[config.mk]
export PLATFORM = sky130hd
export DESIGN_NAME = ntt_seq_ctrl_flat
export DESIGN_NICKNAME = d
export VERILOG_FILES = /design/src/rtl/ntt_seq_ctrl_if.sv /design/src/rtl/ntt_seq_ctrl.sv /design/src/flat_wrapper.sv
export SDC_FILE = /design/constraint.sdc
export NUM_CORES = 1
export LEC_CHECK = 0
export ABC_AREA = 1
export CAP_MARGIN = 20
export CELL_PAD_IN_SITES_DETAIL_PLACEMENT = 1
export CELL_PAD_IN_SITES_GLOBAL_PLACEMENT = 1
export CORE_UTILIZATION = 44
export CTS_BUF_LIST = sky130_fd_sc_hd__clkbuf_8
export DETAILED_ROUTE_END_ITERATION = 12
export GPL_ROUTABILITY_DRIVEN = 0
export PLACE_DENSITY_LB_ADDON = 0.1
export SLEW_MARGIN = 0
export SYNTH_ARGS = -nofsm -noshare
export SYNTH_HDL_FRONTEND = slang
export SYNTH_SLANG_ARGS = --single-unit
[constraint.sdc]
create_clock -name clk -period 3.5 [get_ports clk]
set_input_delay 0.7 -clock clk [delete_from_list [all_inputs] [get_ports clk]]
set_output_delay 0.7 -clock clk [all_outputs]
set_load 0.005 [all_outputs]
[src/rtl/ntt_seq_ctrl_if.sv]
// Control/bus bundle between the NTT sequencer, its host and the RAM/butterfly datapath.
// master = sequencer side; slave = host/datapath side.
interface ntt_seq_ctrl_if #(
   parameter int unsigned LOGN = 8
);
   logic            start;
   logic            op_mode;
   logic            busy;
   logic            done;
   logic            rd_en;
   logic [LOGN-1:0] rd_addr_a;
   logic [LOGN-1:0] rd_addr_b;
   logic [LOGN-1:0] tw_addr;
   logic            bf_mode;
   logic            bf_swap;
   logic            wr_en_a;
   logic            wr_en_b;
   logic [LOGN-1:0] wr_addr_a;
   logic [LOGN-1:0] wr_addr_b;

   modport master (
      input  start, op_mode,
      output busy, done, rd_en, rd_addr_a, rd_addr_b, tw_addr, bf_mode, bf_swap,
      output wr_en_a, wr_en_b, wr_addr_a, wr_addr_b
   );

   modport slave (
      output start, op_mode,
      input  busy, done, rd_en, rd_addr_a, rd_addr_b, tw_addr, bf_mode, bf_swap,
      input  wr_en_a, wr_en_b, wr_addr_a, wr_addr_b
   );
endinterface

[src/rtl/ntt_seq_ctrl.sv]
// In-place radix-2 DIT NTT / pointwise-multiply sequencer: issues one butterfly per cycle,
// delays addresses to the butterfly output as write-backs and stalls between stages.
module ntt_seq_ctrl #(
   parameter int unsigned LOGN       = 8,
   parameter int unsigned RD_LATENCY = 1,
   parameter int unsigned BF_LATENCY = 8
) (
   input  logic           clk,
   input  logic           reset_n,
   ntt_seq_ctrl_if.master bus
);
   localparam int unsigned N  = 1 << LOGN;
   localparam int unsigned D  = RD_LATENCY + BF_LATENCY;
   localparam int unsigned SW = (LOGN > 1) ? $clog2(LOGN) : 1;

   typedef enum logic [1:0] {StIdle, StIssue, StDrain, StFinish} state_e;

   typedef struct packed {
      logic            en_a;
      logic            en_b;
      logic [LOGN-1:0] addr_a;
      logic [LOGN-1:0] addr_b;
   } wb_t;

   state_e          state_q, state_d;
   logic            mult_q, mult_d;
   logic [SW-1:0]   s_q, s_d;
   logic [LOGN-1:0] c_q, c_d;

   wb_t             wb_q [D];
   wb_t             wb_in;
   logic            bf_ctl_q [RD_LATENCY];

   logic            issue;
   logic            last_c;
   logic            pending;
   logic [LOGN-1:0] mask, j_val, hi_val;
   logic [LOGN-1:0] ntt_a, ntt_b, ntt_tw;
   logic [LOGN-1:0] iss_a, iss_b, iss_tw;

   // k*2m + j is c with the bits at and above s shifted up by one; +m sets bit s.
   always_comb begin
      mask   = (LOGN'(1) << s_q) - LOGN'(1);
      j_val  = c_q & mask;
      hi_val = c_q & ~mask;
      ntt_a  = (hi_val << 1) | j_val;
      ntt_b  = ntt_a | (LOGN'(1) << s_q);
      ntt_tw = j_val << (SW'(LOGN - 1) - s_q);
   end

   always_comb begin
      issue  = (state_q == StIssue);
      iss_a  = mult_q ? c_q : ntt_a;
      iss_b  = mult_q ? '0  : ntt_b;
      iss_tw = mult_q ? c_q : ntt_tw;
      last_c = mult_q ? (c_q == LOGN'(N - 1)) : (c_q == LOGN'(N / 2 - 1));

      wb_in.en_a   = issue;
      wb_in.en_b   = issue & ~mult_q;
      wb_in.addr_a = issue ? iss_a : '0;
      wb_in.addr_b = issue ? iss_b : '0;
   end

   // Entries that will still be in flight after the next edge; the oldest one writes now.
   always_comb begin
      pending = 1'b0;
      for (int unsigned i = 0; i + 1 < D; i++) begin
         pending = pending | wb_q[i].en_a | wb_q[i].en_b;
      end
   end

   always_comb begin
      state_d = state_q;
      mult_d  = mult_q;
      s_d     = s_q;
      c_d     = c_q;
      unique case (state_q)
         StIdle: begin
            if (bus.start) begin
               state_d = StIssue;
               mult_d  = bus.op_mode;
               s_d     = '0;
               c_d     = '0;
            end
         end
         StIssue: begin
            c_d = c_q + 1'b1;
            if (last_c) begin
               state_d = StDrain;
               c_d     = '0;
            end
         end
         StDrain: begin
            if (!pending) begin
               if (!mult_q && (s_q != SW'(LOGN - 1))) begin
                  s_d     = s_q + 1'b1;
                  state_d = StIssue;
               end else begin
                  state_d = StFinish;
               end
            end
         end
         StFinish: state_d = StIdle;
         default:  state_d = StIdle;
      endcase
   end

   always_ff @(posedge clk) begin
      if (!reset_n) begin
         state_q <= StIdle;
         mult_q  <= 1'b0;
         s_q     <= '0;
         c_q     <= '0;
         for (int unsigned i = 0; i < D; i++) begin
            wb_q[i] <= '0;
         end
         for (int unsigned i = 0; i < RD_LATENCY; i++) begin
            bf_ctl_q[i] <= 1'b0;
         end
      end else begin
         state_q  <= state_d;
         mult_q   <= mult_d;
         s_q      <= s_d;
         c_q      <= c_d;
         wb_q[0]  <= wb_in;
         for (int unsigned i = 1; i < D; i++) begin
            wb_q[i] <= wb_q[i-1];
         end
         bf_ctl_q[0] <= issue & mult_q;
         for (int unsigned i = 1; i < RD_LATENCY; i++) begin
            bf_ctl_q[i] <= bf_ctl_q[i-1];
         end
      end
   end

   assign bus.busy      = (state_q != StIdle);
   assign bus.done      = (state_q == StFinish);
   assign bus.rd_en     = issue;
   assign bus.rd_addr_a = issue ? iss_a : '0;
   assign bus.rd_addr_b = issue ? iss_b : '0;
   assign bus.tw_addr   = issue ? iss_tw : '0;
   // Mode and swap coincide in both operations, so one delay line serves both.
   assign bus.bf_mode   = bf_ctl_q[RD_LATENCY-1];
   assign bus.bf_swap   = bf_ctl_q[RD_LATENCY-1];
   assign bus.wr_en_a   = wb_q[D-1].en_a;
   assign bus.wr_en_b   = wb_q[D-1].en_b;
   assign bus.wr_addr_a = wb_q[D-1].addr_a;
   assign bus.wr_addr_b = wb_q[D-1].addr_b;
endmodule

[src/flat_wrapper.sv]
// flat-port wrapper written by rule: the top's interface ports become plain ports
module ntt_seq_ctrl_flat 
#(
   parameter int unsigned LOGN       = 8,
   parameter int unsigned RD_LATENCY = 1,
   parameter int unsigned BF_LATENCY = 8
)
  (clk, reset_n, bus_start, bus_op_mode, bus_busy, bus_done, bus_rd_en, bus_rd_addr_a, bus_rd_addr_b, bus_tw_addr, bus_bf_mode, bus_bf_swap, bus_wr_en_a, bus_wr_en_b, bus_wr_addr_a, bus_wr_addr_b);
  ntt_seq_ctrl_if #(.LOGN(LOGN)) bus_i ();
  input  logic clk;
  input  logic reset_n;
  input wire logic [$bits(bus_i.start)-1:0] bus_start;
  input wire logic [$bits(bus_i.op_mode)-1:0] bus_op_mode;
  output wire logic [$bits(bus_i.busy)-1:0] bus_busy;
  output wire logic [$bits(bus_i.done)-1:0] bus_done;
  output wire logic [$bits(bus_i.rd_en)-1:0] bus_rd_en;
  output wire logic [$bits(bus_i.rd_addr_a)-1:0] bus_rd_addr_a;
  output wire logic [$bits(bus_i.rd_addr_b)-1:0] bus_rd_addr_b;
  output wire logic [$bits(bus_i.tw_addr)-1:0] bus_tw_addr;
  output wire logic [$bits(bus_i.bf_mode)-1:0] bus_bf_mode;
  output wire logic [$bits(bus_i.bf_swap)-1:0] bus_bf_swap;
  output wire logic [$bits(bus_i.wr_en_a)-1:0] bus_wr_en_a;
  output wire logic [$bits(bus_i.wr_en_b)-1:0] bus_wr_en_b;
  output wire logic [$bits(bus_i.wr_addr_a)-1:0] bus_wr_addr_a;
  output wire logic [$bits(bus_i.wr_addr_b)-1:0] bus_wr_addr_b;
  assign bus_i.start = bus_start;
  assign bus_i.op_mode = bus_op_mode;
  assign bus_busy = bus_i.busy;
  assign bus_done = bus_i.done;
  assign bus_rd_en = bus_i.rd_en;
  assign bus_rd_addr_a = bus_i.rd_addr_a;
  assign bus_rd_addr_b = bus_i.rd_addr_b;
  assign bus_tw_addr = bus_i.tw_addr;
  assign bus_bf_mode = bus_i.bf_mode;
  assign bus_bf_swap = bus_i.bf_swap;
  assign bus_wr_en_a = bus_i.wr_en_a;
  assign bus_wr_en_b = bus_i.wr_en_b;
  assign bus_wr_addr_a = bus_i.wr_addr_a;
  assign bus_wr_addr_b = bus_i.wr_addr_b;
  ntt_seq_ctrl #(.LOGN(LOGN), .RD_LATENCY(RD_LATENCY), .BF_LATENCY(BF_LATENCY)) u_core (.clk(clk), .reset_n(reset_n), .bus(bus_i));
endmodule
==> results.toml <==
[power_and_ir_drop]
total_power_mw = 3.874
p_per_area_nw_per_um2 = 519.8
ir_worst_vdd_v = 0.0002325
p_leak_nw = 4.416

[sta]
fmax_mhz = 293.2
period_share_pct = 97.46
setup_viol = 0
holdWs_ns = 0.4130
relSlewSlack_pct = 61.14
rsz0062_at_grt = "true"
fin_ws_ns = 0.08884
period_minus_slack_ns = 3.411
finalMaxSlewViolations = 0
skew_ns = 0.01164
hold_viol = 0
worst_pin_slew_ns = 0.5808

[run]
max_cap_violations = 0

[die]
rows = 43
start_util_pct = 45.42
die_w_um = 122.2
fp.dieArea_um2 = 14920
die_h_um = 122.2
ios = 51
core-area_um2 = 13990

[clocking]
clk_pin_slew_ns = 0.09
cts_buffer_depth = 2
clock-sinks = 177
h-tree-depth = 4
cts_root_buf = "clkbuf_8"
cts_tree = "yes"
numCtsBuffers = 17
insertion_delay_ns = 0.45

[grt]
grt_use_total_pct = 19.05
grt_pass1_vias = 4794
overflow = 0
antenna_found_initial = 0
grt_max_degree = 84
grt_pass1_wl_mm = 21.87

[route]
vias = 4700
drtIter0Drc = 248
drc = 0
dr.pass1.iters = 5
finalWirelength_mm = 13.22
ant_nets = 0
vias_per_cell = 4.493
wl_per_cell_um = 12.63

[worst_setup_path]
path_class = "register to output pin"
critPathLaunch = "u_core.s_q[1]"
worstPathMaxFanout = 4
slowest_delay_ns = 0.49
r2r_slack_ns = 1.52
cp.arrival_ns = 2.71
cpMaxStageDelayCell = "clkdlybuf4s50_1"
crit_chain = "buf_6, ha_2, ha_1, inv_2, nand2_2, inv_2, or2_1, nand2_2, o21ai_2, inv_2, nand2_1, nand2_2, inv_1, clkdlybuf4s50_1"
critPathRequiredTime_ns = 2.80
cp-end-kind = "output pin"
r2r-start = "u_core.s_q[1]"
start_kind = "register"

[logic_synthesis]
synth_warnings = 0
ys_ff_latch = 177
synth_top_area_share_pct = 55.77
synth.largest_area_cell = "dfxtp_1"
yosysUniqueCellTypes = 33
synth_most_common_cell = "nand2_1"
synthTopCellsByArea = "dfxtp_1 (56%), nand2_1 (14%), inv_1 (12%)"
syn_nets = 826
synth_edf_count = 0
synth_ff_type = "dfxtp_1"
synth-async-reset-ratio_pct = 0
syn_inst = 814
syn_area_um2 = 6354
synthTopCellsByCount = "nand2_1 (233), inv_1 (199), dfxtp_1 (177), nand3_1 (40), nor2_1 (26)"
ys_seq_area_share_pct = 55.77
syn_area_per_cell_um2 = 7.805

[worst_hold_path]
worstHoldStart = "u_core.wb_q[3][15]"
hold_class = "register to register"

[outcome]
status = "finished, final reports clean"

[layout]
antennaDiodeCount = 0
multiInputGateArea_um2 = 1879
layout-drive-gt1-share_pct = 11.66
final_util_pct = 53.28
ff_latch_area_um2 = 3551
final_area_um2 = 7453
syn2layout_area_growth_pct = 17.31
final_nets = 866
fillerInstances = 1738

[placement]
port_buffers = 50
post_dp_cell_area_um2 = 6894
dp_slack_ns = 0.04247
dp.final_hpwl_mm = 9.098
[layer usage]
| metal | GRT usage (%) | up-vias | routed length [um] |
|---|---|---|---|
| li1 | - | 2414 | - |
| met1 | 21.58 | 2169 | 5933 |
| met4 | 7.088 | 0 | 284 |
| met3 | 5.571 | 20 | 464 |
| met2 | 33.65 | 97 | 6534 |
| met5 | 0 | - | 0 |
[layout make-up]
type / instances / share of cell area, %
clock buffers: 20 / 3.693
multi-input cells: 386 / 25.21
repair buffers: 65 / 8.578
well taps: 180 / 3.022
inverters: 207 / 10.46
flip-flops and latches: 177 / 47.64
clock inverters: 11 / 1.393
[metrics by stage]
stage / instances / TNS, ns
floorplan: 814 / 0
global placement: 1007 / 0
detailed placement: 1007 / 0
CTS: 1040 / 0
global route: 1046 / -0.08147
finish: 1046 / 0
[placed cells by master, fill, tap and decap left out, types with 2 or more instances in the layout]
cell	Yosys	layout
ha_1	8	3
nor3_1	3	3
dfxtp_1	177	175
nand2_2	6	14
dfxtp_4	0	2
nor2_2	2	5
a21oi_2	0	2
o21ai_0	18	18
ha_2	0	3
nand3_2	4	7
clkbuf_8	0	20
nand4_1	3	3
clkdlybuf4s50_1	0	41
inv_1	199	197
dlygate4sd2_1	0	3
nand3_1	40	37
inv_6	0	2
buf_4	18	13
inv_2	7	10
clkinv_2	0	2
or2_1	2	2
nor4_1	2	2
nor2_1	26	23
dlymetal6s2s_1	0	5
a21oi_1	24	22
ha_4	0	2
clkinvlp_4	0	3
nor2_4	3	3
o21ai_2	1	2
nand2_1	233	225
buf_6	1	2
[where the power goes]
group	internal, mW	total, mW	leakage, nW	switching [mW]
clock network	0.620	1.32	0.191	0.702
registers	2.04	2.07	1.43	0.0262
logic	0.180	0.482	2.80	0.303
[cell families after synthesis]
logic type	Yosys count	share of synthesized area, %
compound gates	49	4.136
simple gates	328	21.96
fa+ha+maj	8	1.575
xor+xnor	1	0.4333
buf+inv	251	16.13
flops	177	55.77
[worst paths after layout]
check	to	depth (start not counted)
min reg2reg	u_core.wb_q[3][33]	2
max reg2reg	u_core.wb_q[0][14]	16
min	u_core.wb_q[3][33]	2
max	bus_rd_addr_a[6]	14
[registers in the layout, indices dropped and copies added, names as in the netlist]
name / cells
u_core.bf_ctl_q: 1
u_core.c_q: 8
u_core.mult_q: 1
u_core.s_q: 3
u_core.state_q: 2
u_core.wb_q: 162
[repair_timing]
action,in CTS,in global routing
pin swaps,0,7
buffers inserted,2,6
gates resized for setup,21,24
hold buffers,0,0
endpoints found under the setup margin,22,15
[worst max-delay path: cells and delay by family, from the launching register on]
family,cells,cell delay (ns)
buffers and inverters,6,0.92
and+or+nand+nor,5,0.46
adders and majority gates,2,0.37
AOI/OAI and AO/OA,1,0.14
DFF,1,0.37
Power figures use the tool's default switching activity.
